## src/rtl/adder_pkg.sv

```systemverilog
// -----------------------------------------------------------------------------
// adder_pkg
//   Shared types and constants for the four_bit_adder_core slice.
//   ADD_WIDTH    : operand/sum width. The block only supports 4; the checks
//                  and the overflow tap position assume 4.
//   nibble_t     : one operand or sum word.
//   add_result_t : the registered result bundle (carry, overflow, sum).
// -----------------------------------------------------------------------------
package adder_pkg;

   localparam int ADD_WIDTH = 4;

   typedef logic [ADD_WIDTH-1:0] nibble_t;

   // Kept together so the output stage is a single register word that is
   // loaded or held as a unit.
   typedef struct packed {
      logic    carry_out;
      logic    overflow;
      nibble_t sum;
   } add_result_t;

   localparam add_result_t RESULT_RESET = '{carry_out: 1'b0, overflow: 1'b0, sum: '0};

endpackage : adder_pkg

```

## src/rtl/four_bit_adder_core_if.sv

```systemverilog
// -----------------------------------------------------------------------------
// four_bit_adder_core_if
//   Operand/result bundle for four_bit_adder_core.
//   in_valid  : operands x/y/carry_in are valid this cycle
//   x, y      : 4-bit operands
//   carry_in  : carry into bit 0
//   sum       : registered (x+y+carry_in)[3:0]
//   carry_out : registered carry out of bit 3
//   overflow  : registered signed overflow
//   out_valid : result registers hold a fresh result
//   Modports: master drives operands (the producer), slave is the adder.
// -----------------------------------------------------------------------------
interface four_bit_adder_core_if;
   import adder_pkg::*;

   logic    in_valid;
   nibble_t x;
   nibble_t y;
   logic    carry_in;
   nibble_t sum;
   logic    carry_out;
   logic    overflow;
   logic    out_valid;

   modport master (
      output in_valid,
      output x,
      output y,
      output carry_in,
      input  sum,
      input  carry_out,
      input  overflow,
      input  out_valid
   );

   modport slave (
      input  in_valid,
      input  x,
      input  y,
      input  carry_in,
      output sum,
      output carry_out,
      output overflow,
      output out_valid
   );

endinterface : four_bit_adder_core_if

```

## src/rtl/full_adder.sv

```systemverilog
// -----------------------------------------------------------------------------
// full_adder
//   One-bit combinational full adder, the cell of the ripple chain.
//   a, b : operand bits
//   cin  : carry in
//   s    : sum bit  = a ^ b ^ cin
//   cout : carry out = a&b | cin&(a^b)
// -----------------------------------------------------------------------------
module full_adder (
   input  logic a,
   input  logic b,
   input  logic cin,
   output logic s,
   output logic cout
);

   logic half_sum;

   // Propagate term is shared between the sum and the carry.
   assign half_sum = a ^ b;
   assign s        = half_sum ^ cin;
   assign cout     = (a & b) | (cin & half_sum);

endmodule : full_adder

```

## src/rtl/four_bit_adder_core.sv

```systemverilog
// -----------------------------------------------------------------------------
// four_bit_adder_core
//   4-bit unsigned/two's-complement adder with carry-in. A ripple chain of
//   full_adder cells feeds one output register stage, so a result appears one
//   clock after its operands are sampled with in_valid=1.
//   clk : single clock, rising edge
//   rst : synchronous, active-high; wins over in_valid in the same cycle
//   bus : four_bit_adder_core_if.slave (operands in, registered result out)
//   When in_valid=0 at an edge, out_valid drops and the result registers hold.
// -----------------------------------------------------------------------------
module four_bit_adder_core
   import adder_pkg::*;
(
   input  logic                   clk,
   input  logic                   rst,
   four_bit_adder_core_if.slave   bus
);

   // carry_chain[i] is the carry into bit i; carry_chain[ADD_WIDTH] is c4.
   logic [ADD_WIDTH:0] carry_chain;
   nibble_t            sum_comb;
   logic               overflow_comb;

   add_result_t        result_reg;
   add_result_t        result_next;
   logic               out_valid_reg;
   logic               out_valid_next;

   assign carry_chain[0] = bus.carry_in;

   generate
      for (genvar gi = 0; gi < ADD_WIDTH; gi++) begin : g_bit
         full_adder u_fa (
            .a    (bus.x[gi]),
            .b    (bus.y[gi]),
            .cin  (carry_chain[gi]),
            .s    (sum_comb[gi]),
            .cout (carry_chain[gi+1])
         );
      end
   endgenerate

   // Signed overflow: carry into the sign bit disagrees with carry out of it.
   assign overflow_comb = carry_chain[ADD_WIDTH-1] ^ carry_chain[ADD_WIDTH];

   always_comb begin
      result_next    = result_reg;
      out_valid_next = bus.in_valid;
      if (bus.in_valid) begin
         result_next.sum       = sum_comb;
         result_next.carry_out = carry_chain[ADD_WIDTH];
         result_next.overflow  = overflow_comb;
      end
   end

   always_ff @(posedge clk) begin
      if (rst) begin
         result_reg    <= RESULT_RESET;
         out_valid_reg <= 1'b0;
      end else begin
         result_reg    <= result_next;
         out_valid_reg <= out_valid_next;
      end
   end

   assign bus.sum       = result_reg.sum;
   assign bus.carry_out = result_reg.carry_out;
   assign bus.overflow  = result_reg.overflow;
   assign bus.out_valid = out_valid_reg;

endmodule : four_bit_adder_core

```

## src/flat_wrapper.sv

```systemverilog
// flat-port wrapper written by rule: the top's interface ports become plain ports
module four_bit_adder_core_flat import adder_pkg::*;
  (clk, rst, bus_in_valid, bus_x, bus_y, bus_carry_in, bus_sum, bus_carry_out, bus_overflow, bus_out_valid);
  four_bit_adder_core_if bus_i ();
  input  logic clk;
  input  logic rst;
  input wire logic [$bits(bus_i.in_valid)-1:0] bus_in_valid;
  input wire logic [$bits(bus_i.x)-1:0] bus_x;
  input wire logic [$bits(bus_i.y)-1:0] bus_y;
  input wire logic [$bits(bus_i.carry_in)-1:0] bus_carry_in;
  output wire logic [$bits(bus_i.sum)-1:0] bus_sum;
  output wire logic [$bits(bus_i.carry_out)-1:0] bus_carry_out;
  output wire logic [$bits(bus_i.overflow)-1:0] bus_overflow;
  output wire logic [$bits(bus_i.out_valid)-1:0] bus_out_valid;
  assign bus_i.in_valid = bus_in_valid;
  assign bus_i.x = bus_x;
  assign bus_i.y = bus_y;
  assign bus_i.carry_in = bus_carry_in;
  assign bus_sum = bus_i.sum;
  assign bus_carry_out = bus_i.carry_out;
  assign bus_overflow = bus_i.overflow;
  assign bus_out_valid = bus_i.out_valid;
  four_bit_adder_core u_core (.clk(clk), .rst(rst), .bus(bus_i));
endmodule
```

## config.mk

```make
export PLATFORM = sky130hd
export DESIGN_NAME = four_bit_adder_core_flat
export DESIGN_NICKNAME = d
export VERILOG_FILES = /design/src/rtl/adder_pkg.sv /design/src/rtl/four_bit_adder_core_if.sv /design/src/rtl/full_adder.sv /design/src/rtl/four_bit_adder_core.sv /design/src/flat_wrapper.sv
export SDC_FILE = /design/constraint.sdc
export NUM_CORES = 1
export LEC_CHECK = 0
export BUFFER_PORTS_ARGS = -buffer_cell sky130_fd_sc_hd__buf_2
export CAP_MARGIN = 20
export CORE_AREA = 5 5 42 44
export DETAILED_ROUTE_END_ITERATION = 16
export DIE_AREA = 0 0 47 49
export HOLD_SLACK_MARGIN = 0.08
export PLACE_DENSITY = 0.57
export SYNTH_ARGS = -nofsm -noshare
export SYNTH_HDL_FRONTEND = slang
export SYNTH_HIERARCHICAL = 1
export SYNTH_SLANG_ARGS = --single-unit
```

## constraint.sdc

```tcl
create_clock -name clk -period 5.22 [get_ports clk]
set_input_delay 1.044 -clock clk [delete_from_list [all_inputs] [get_ports clk]]
set_output_delay 1.044 -clock clk [all_outputs]
set_load 0.01 [all_outputs]
```

# After elaboration in Yosys (flattened, before gate mapping)
# Cells that the tools add are included.
[word_totals]
regBits = 7
in_bits = 12
out_inout_bits = 7
[op_classes]
bitwise_logic = 21
[ops]
columns = ["cell", "n"]
rows = [
  ["1-bit bitwise XOR", 9],
  ["1-bit bitwise AND", 8],
  ["1-bit OR", 4],
]

# Depth between registers and ports, before layout
[depth]
ltp_word = 10
depth_mapped = 6
depth_no_buf = 6

# Hierarchy
# The synthesis kept the hierarchy.
[modules_own_cells]
columns = ["module", "n_inst", "cells_each", "area_per_inst_um2"]
rows = [
  ["four_bit_adder_core", 1, 22, 251.5],
  ["full_adder", 4, 1, 20.0],
]

# Worst setup path before layout
# OpenSTA, ideal clock, no wires.
[synth_path]
path_kind = "input to register"
startpoint = "in bus_x[0]"
endpoint = "reg u_core.result_reg (netlist bit u_core/bus.overflow)"
setup_ns = 0.079
arrival_ns = 2.997
t_required_ns = 5.141
slack_ns = 2.143
stages = 6
path_buffers = 0
cell_sequence = "fa_1 > fa_1 > fa_1 > fa_1 > xnor2_1 > a211oi_2"
[synth_between]
elab_chain_cells = 10
elab_cells_between_ends = 11
[synth_lines]
columns = ["item", "line", "text"]
rows = [
  ["start: declaration", "flat_wrapper.sv:8", "input wire logic [$bits(bus_i.x)-1:0] bus_x;"],
  ["1-bit bitwise XOR", "full_adder.sv:20", "assign half_sum = a ^ b;"],
  ["1-bit bitwise AND", "full_adder.sv:22", "assign cout = (a & b) | (cin & half_sum);"],
  ["1-bit OR *", "full_adder.sv:22", ""],
  ["1-bit bitwise AND *", "full_adder.sv:22", ""],
  ["1-bit OR *", "full_adder.sv:22", ""],
  ["via u_core.carry_chain[2]", "four_bit_adder_core.sv:20", "logic [ADD_WIDTH:0] carry_chain;"],
  ["1-bit bitwise AND *", "full_adder.sv:22", ""],
  ["1-bit OR *", "full_adder.sv:22", ""],
  ["via u_core.carry_chain[3]", "four_bit_adder_core.sv:20", ""],
  ["1-bit bitwise AND *", "full_adder.sv:22", ""],
  ["1-bit OR *", "full_adder.sv:22", ""],
  ["via u_core.carry_chain[4]", "four_bit_adder_core.sv:20", ""],
  ["1-bit bitwise XOR *", "four_bit_adder_core.sv:44", "assign overflow_comb = carry_chain[ADD_WIDTH-1] ^ carry_chain[ADD_WIDTH];"],
  ["end signal: assignment", "four_bit_adder_core.sv:61", "result_reg <= result_next;"],
  ["end: declaration", "four_bit_adder_core.sv:24", "add_result_t result_reg;"],
]
# The timed path passes the listed nets; every way through them passes the cells marked *.
# A chain may end at the register's enable or synchronous reset.

# Final worst setup path
[layout_path]
startpoint = "in bus_x[0]"
endpoint = "reg u_core.result_reg (netlist bit u_core/bus.overflow)"
[layout_between]
elab_chain_cells = 10
elab_cells_between_ends = 11
[layout_lines]
columns = ["item", "line"]
rows = [
  ["1-bit bitwise XOR", "full_adder.sv:20"],
  ["1-bit bitwise AND", "full_adder.sv:22"],
  ["1-bit OR *", "full_adder.sv:22"],
  ["via u_core.carry_chain[1]", "four_bit_adder_core.sv:20"],
  ["1-bit bitwise AND *", "full_adder.sv:22"],
  ["1-bit OR *", "full_adder.sv:22"],
  ["via u_core.carry_chain[2]", "four_bit_adder_core.sv:20"],
  ["1-bit bitwise AND *", "full_adder.sv:22"],
  ["1-bit OR *", "full_adder.sv:22"],
  ["via u_core.carry_chain[3]", "four_bit_adder_core.sv:20"],
  ["1-bit bitwise AND *", "full_adder.sv:22"],
  ["1-bit OR *", "full_adder.sv:22"],
  ["via u_core.carry_chain[4]", "four_bit_adder_core.sv:20"],
  ["1-bit bitwise XOR *", "four_bit_adder_core.sv:44"],
]
# Marks and branches as above.

==> impl_metrics.ini <==
[pwr]
power_mw = 0.140
ir_worst_vdd_mv = 0.0998
comb_power_share_pct = 21.7
p_leak_nw = 0.227
p_int_mw = 0.103
power.switching_mw = 0.0377
power_density_mw_per_mm2 = 308
pwr-share-clk_pct = 35.2
seqPwrFrac_pct = 43.1
netSwitchingFraction_pct = 26.9

[clock_network]
cts_buffers = 3
clk_latency_ns = 0.25
cts.root.buffer_cell = clkbuf_4
path_clk_slew_ns = 0.05
cts_tree = done
postCtsHoldBufs = 0
cts_resized = 0
postCtsSetupBuffers = 0
clock-sinks = 7
cts_buffer_depth = 2
h-tree-depth = 1

[cells_and_area]
design_area_um2 = 457
syn_to_final_growth_pct = 37.7
largest_reg_flops = 4
num_antenna_cells = 0
fillCellCount = 159
drive_gt1_share_pct = 46.8
layout.nets = 64

[hold_path]
hp-class = reg2reg

[placement]
port_buffers = 18
gp_congestion = 0.627
hpwlAfterDp_um = 573
placed_cell_area_um2 = 430

[setup_path]
cp-end-kind = register
r2r_end = u_core/bus.overflow$_SDFFE_PP0P_
crit_path_cell_trace = buf_2 -> fa_1 -> fa_1 -> fa_1 -> fa_1 -> xnor2_1 -> a211oi_2
crit_path_start = bus_x[0]
reg2reg_from = u_core/bus.overflow$_SDFFE_PP0P_
critPathLaunchType = input port
reg2regPathDepth = 2
cp.depth = 7
worst-path-buf-inv = 1
cp_max_fo = 2
crit_family = adder cells
arrival_ns = 3.19
critical_path_class = in2reg
r2r_slack_ns = 4.59
crit_required_ns = 5.39
cp_slowest_cell = fa_1
crit_end = u_core/bus.overflow$_SDFFE_PP0P_
cp_common_cell = fa_1
max_stage_delay_ns = 0.43

[yosys]
synth-simple-area-share_pct = 8.68
async_reset_ff_share_pct = 0
synth_top_area_share_pct = 42.3
synth.largest_area_cell = dfxtp_1
synthFlopType = dfxtp_1
synth_mux_area_share_pct = 15.1
synth-adder-area-share_pct = 24.2
synth-xor-area-share_pct = 2.64
synth_compound_area_share_pct = 3.77
yosysUniqueCellTypes = 8
synth_seq_area_share_pct = 42.3
ys_warn_count = 6
yosysMostFrequentCell = dfxtp_1
synth_edf_count = 0
synthTopCellsByCount = dfxtp_1, nor2_1, mux2i_1
syn_area_per_cell_um2 = 12.8
syn_nets = 42
synth_top_family_by_area = adder cells
netlist_area_um2 = 332
postSynthCellCount = 26
synthTopCellsByArea = dfxtp_1, fa_1, mux2i_1
synth_seq_cells = 7

[sta]
timing.final.hold_violations = 0
relSlewSlack_pct = 85.6
finalSetupTns_ns = 0
rsz0062_at_grt = no
worstMarginPinSlew_ns = 0.217
timing.fmax_mhz = 331
slew_violations = 0
skew_ns = 0
fin_crit_ns = 3.02
period_share_pct = 57.9
final-setup-viol-count = 0

[run]
max_cap_violations = 0

[floorplanning]
die_w_um = 47
num_rows = 14
ioPinCount = 19
dieHeight_um = 49
dieArea_mm2 = 0.00230
core_mm2 = 0.00140
initial_core_util_pct = 23.7

[global_routing]
grt_pass1_vias = 282
grt_max_degree = 9
grt_usage_pct = 6.95
grt_overflow = 0
antenna_found_initial = 0
grt_pass1_wl_mm = 1.13

[drt]
num_vias = 247
wl_per_cell_um = 11.2
drt_iter0_markers = 1
route.antenna.remaining_nets = 0
avgViaCountPerCell = 3.92
first_pass_iters = 2
wl_um = 703
drcViolationCount = 0

[status]
outcome = complete, no violations
final cells by class:
cell class	count	area [µm²]	area share [%]
flip-flops and latches	7	140	30.7
repair buffers	18	90.1	19.7
well taps	16	20.0	4.38
multi-input cells	18	180	39.5
clock buffers	4	26.3	5.75
placed cells by master, fill, tap and decap left out:
cell type | Yosys | final
a211oi_2 | 1 | 1
buf_2 | 0 | 18
clkbuf_1 | 0 | 1
clkbuf_4 | 0 | 3
dfxtp_1 | 7 | 7
fa_1 | 4 | 4
mux2i_1 | 5 | 5
nor2_1 | 6 | 6
nor2b_1 | 1 | 1
xnor2_1 | 1 | 1
cell families (layout without fill, tap and decap cells):
group | count (synthesis) | after routing
compound gates | 1 | 1
simple gates | 7 | 7
mux | 5 | 5
fa+ha+maj | 4 | 4
flops | 7 | 7
buf+inv | 1 | 22
xor+xnor | 1 | 1
worst register-to-register path: cells and delay by family (launching register included):
family / cells / cell delay, ns
simple gates: 1 / 0.05
compound gates: 1 / 0.19
flops: 1 / 0.32
through the flow:
stage          worst slack [ns]  cells  util (%)  hold WS (ns)
2_1_floorplan              2.14     26         -         0.525
3_3_place_gp               1.94     59      30.7         0.472
3_5_place_dp               1.91     59      30.7         0.480
4_1_cts                    2.18     63      32.6         0.495
5_1_grt                    2.10     63      32.6         0.542
6_report                   2.20     63      32.6         0.489
how the worst min path moves through the flow:
stage	depth (start not counted)	start	slack, ns	to
6_report	2	u_core/bus.carry_out$_SDFFE_PP0P_	0.49	u_core/bus.carry_out$_SDFFE_PP0P_
2_1_floorplan	2	u_core/bus.overflow$_SDFFE_PP0P_	0.53	u_core/bus.overflow$_SDFFE_PP0P_
5_1_grt	2	u_core/bus.carry_out$_SDFFE_PP0P_	0.54	u_core/bus.carry_out$_SDFFE_PP0P_
4_1_cts	2	u_core/bus.sum[1]$_SDFFE_PP0P_	0.50	u_core/bus.sum[1]$_SDFFE_PP0P_
3_5_place_dp	2	u_core/bus.sum[1]$_SDFFE_PP0P_	0.48	u_core/bus.sum[1]$_SDFFE_PP0P_
3_3_place_gp	2	u_core/bus.sum[2]$_SDFFE_PP0P_	0.47	u_core/bus.sum[2]$_SDFFE_PP0P_
routing by layer:
metal | global-route usage [%] | vias up | share of wire [%]
li1 | - | 128 | -
met1 | 9.66 | 100 | 46
met2 | 7.92 | 19 | 34
met3 | 5.17 | 0 | 19
met4 | 2.76 | 0 | 0
met5 | 0 | - | 0
power groups by stage:
stage / clock [mW] / combinational (mW) / sequential, mW
3_5_place_dp: 0 / 0.0310 / 0.0617
4_1_cts: 0.0527 / 0.0313 / 0.0606
2_1_floorplan: 0 / 0.0150 / 0.0642
3_3_place_gp: 0 / 0.0301 / 0.0616
6_report: 0.0495 / 0.0305 / 0.0605
5_1_grt: 0.0552 / 0.0346 / 0.0611
Note: power is estimated with default switching activity, not from simulation.
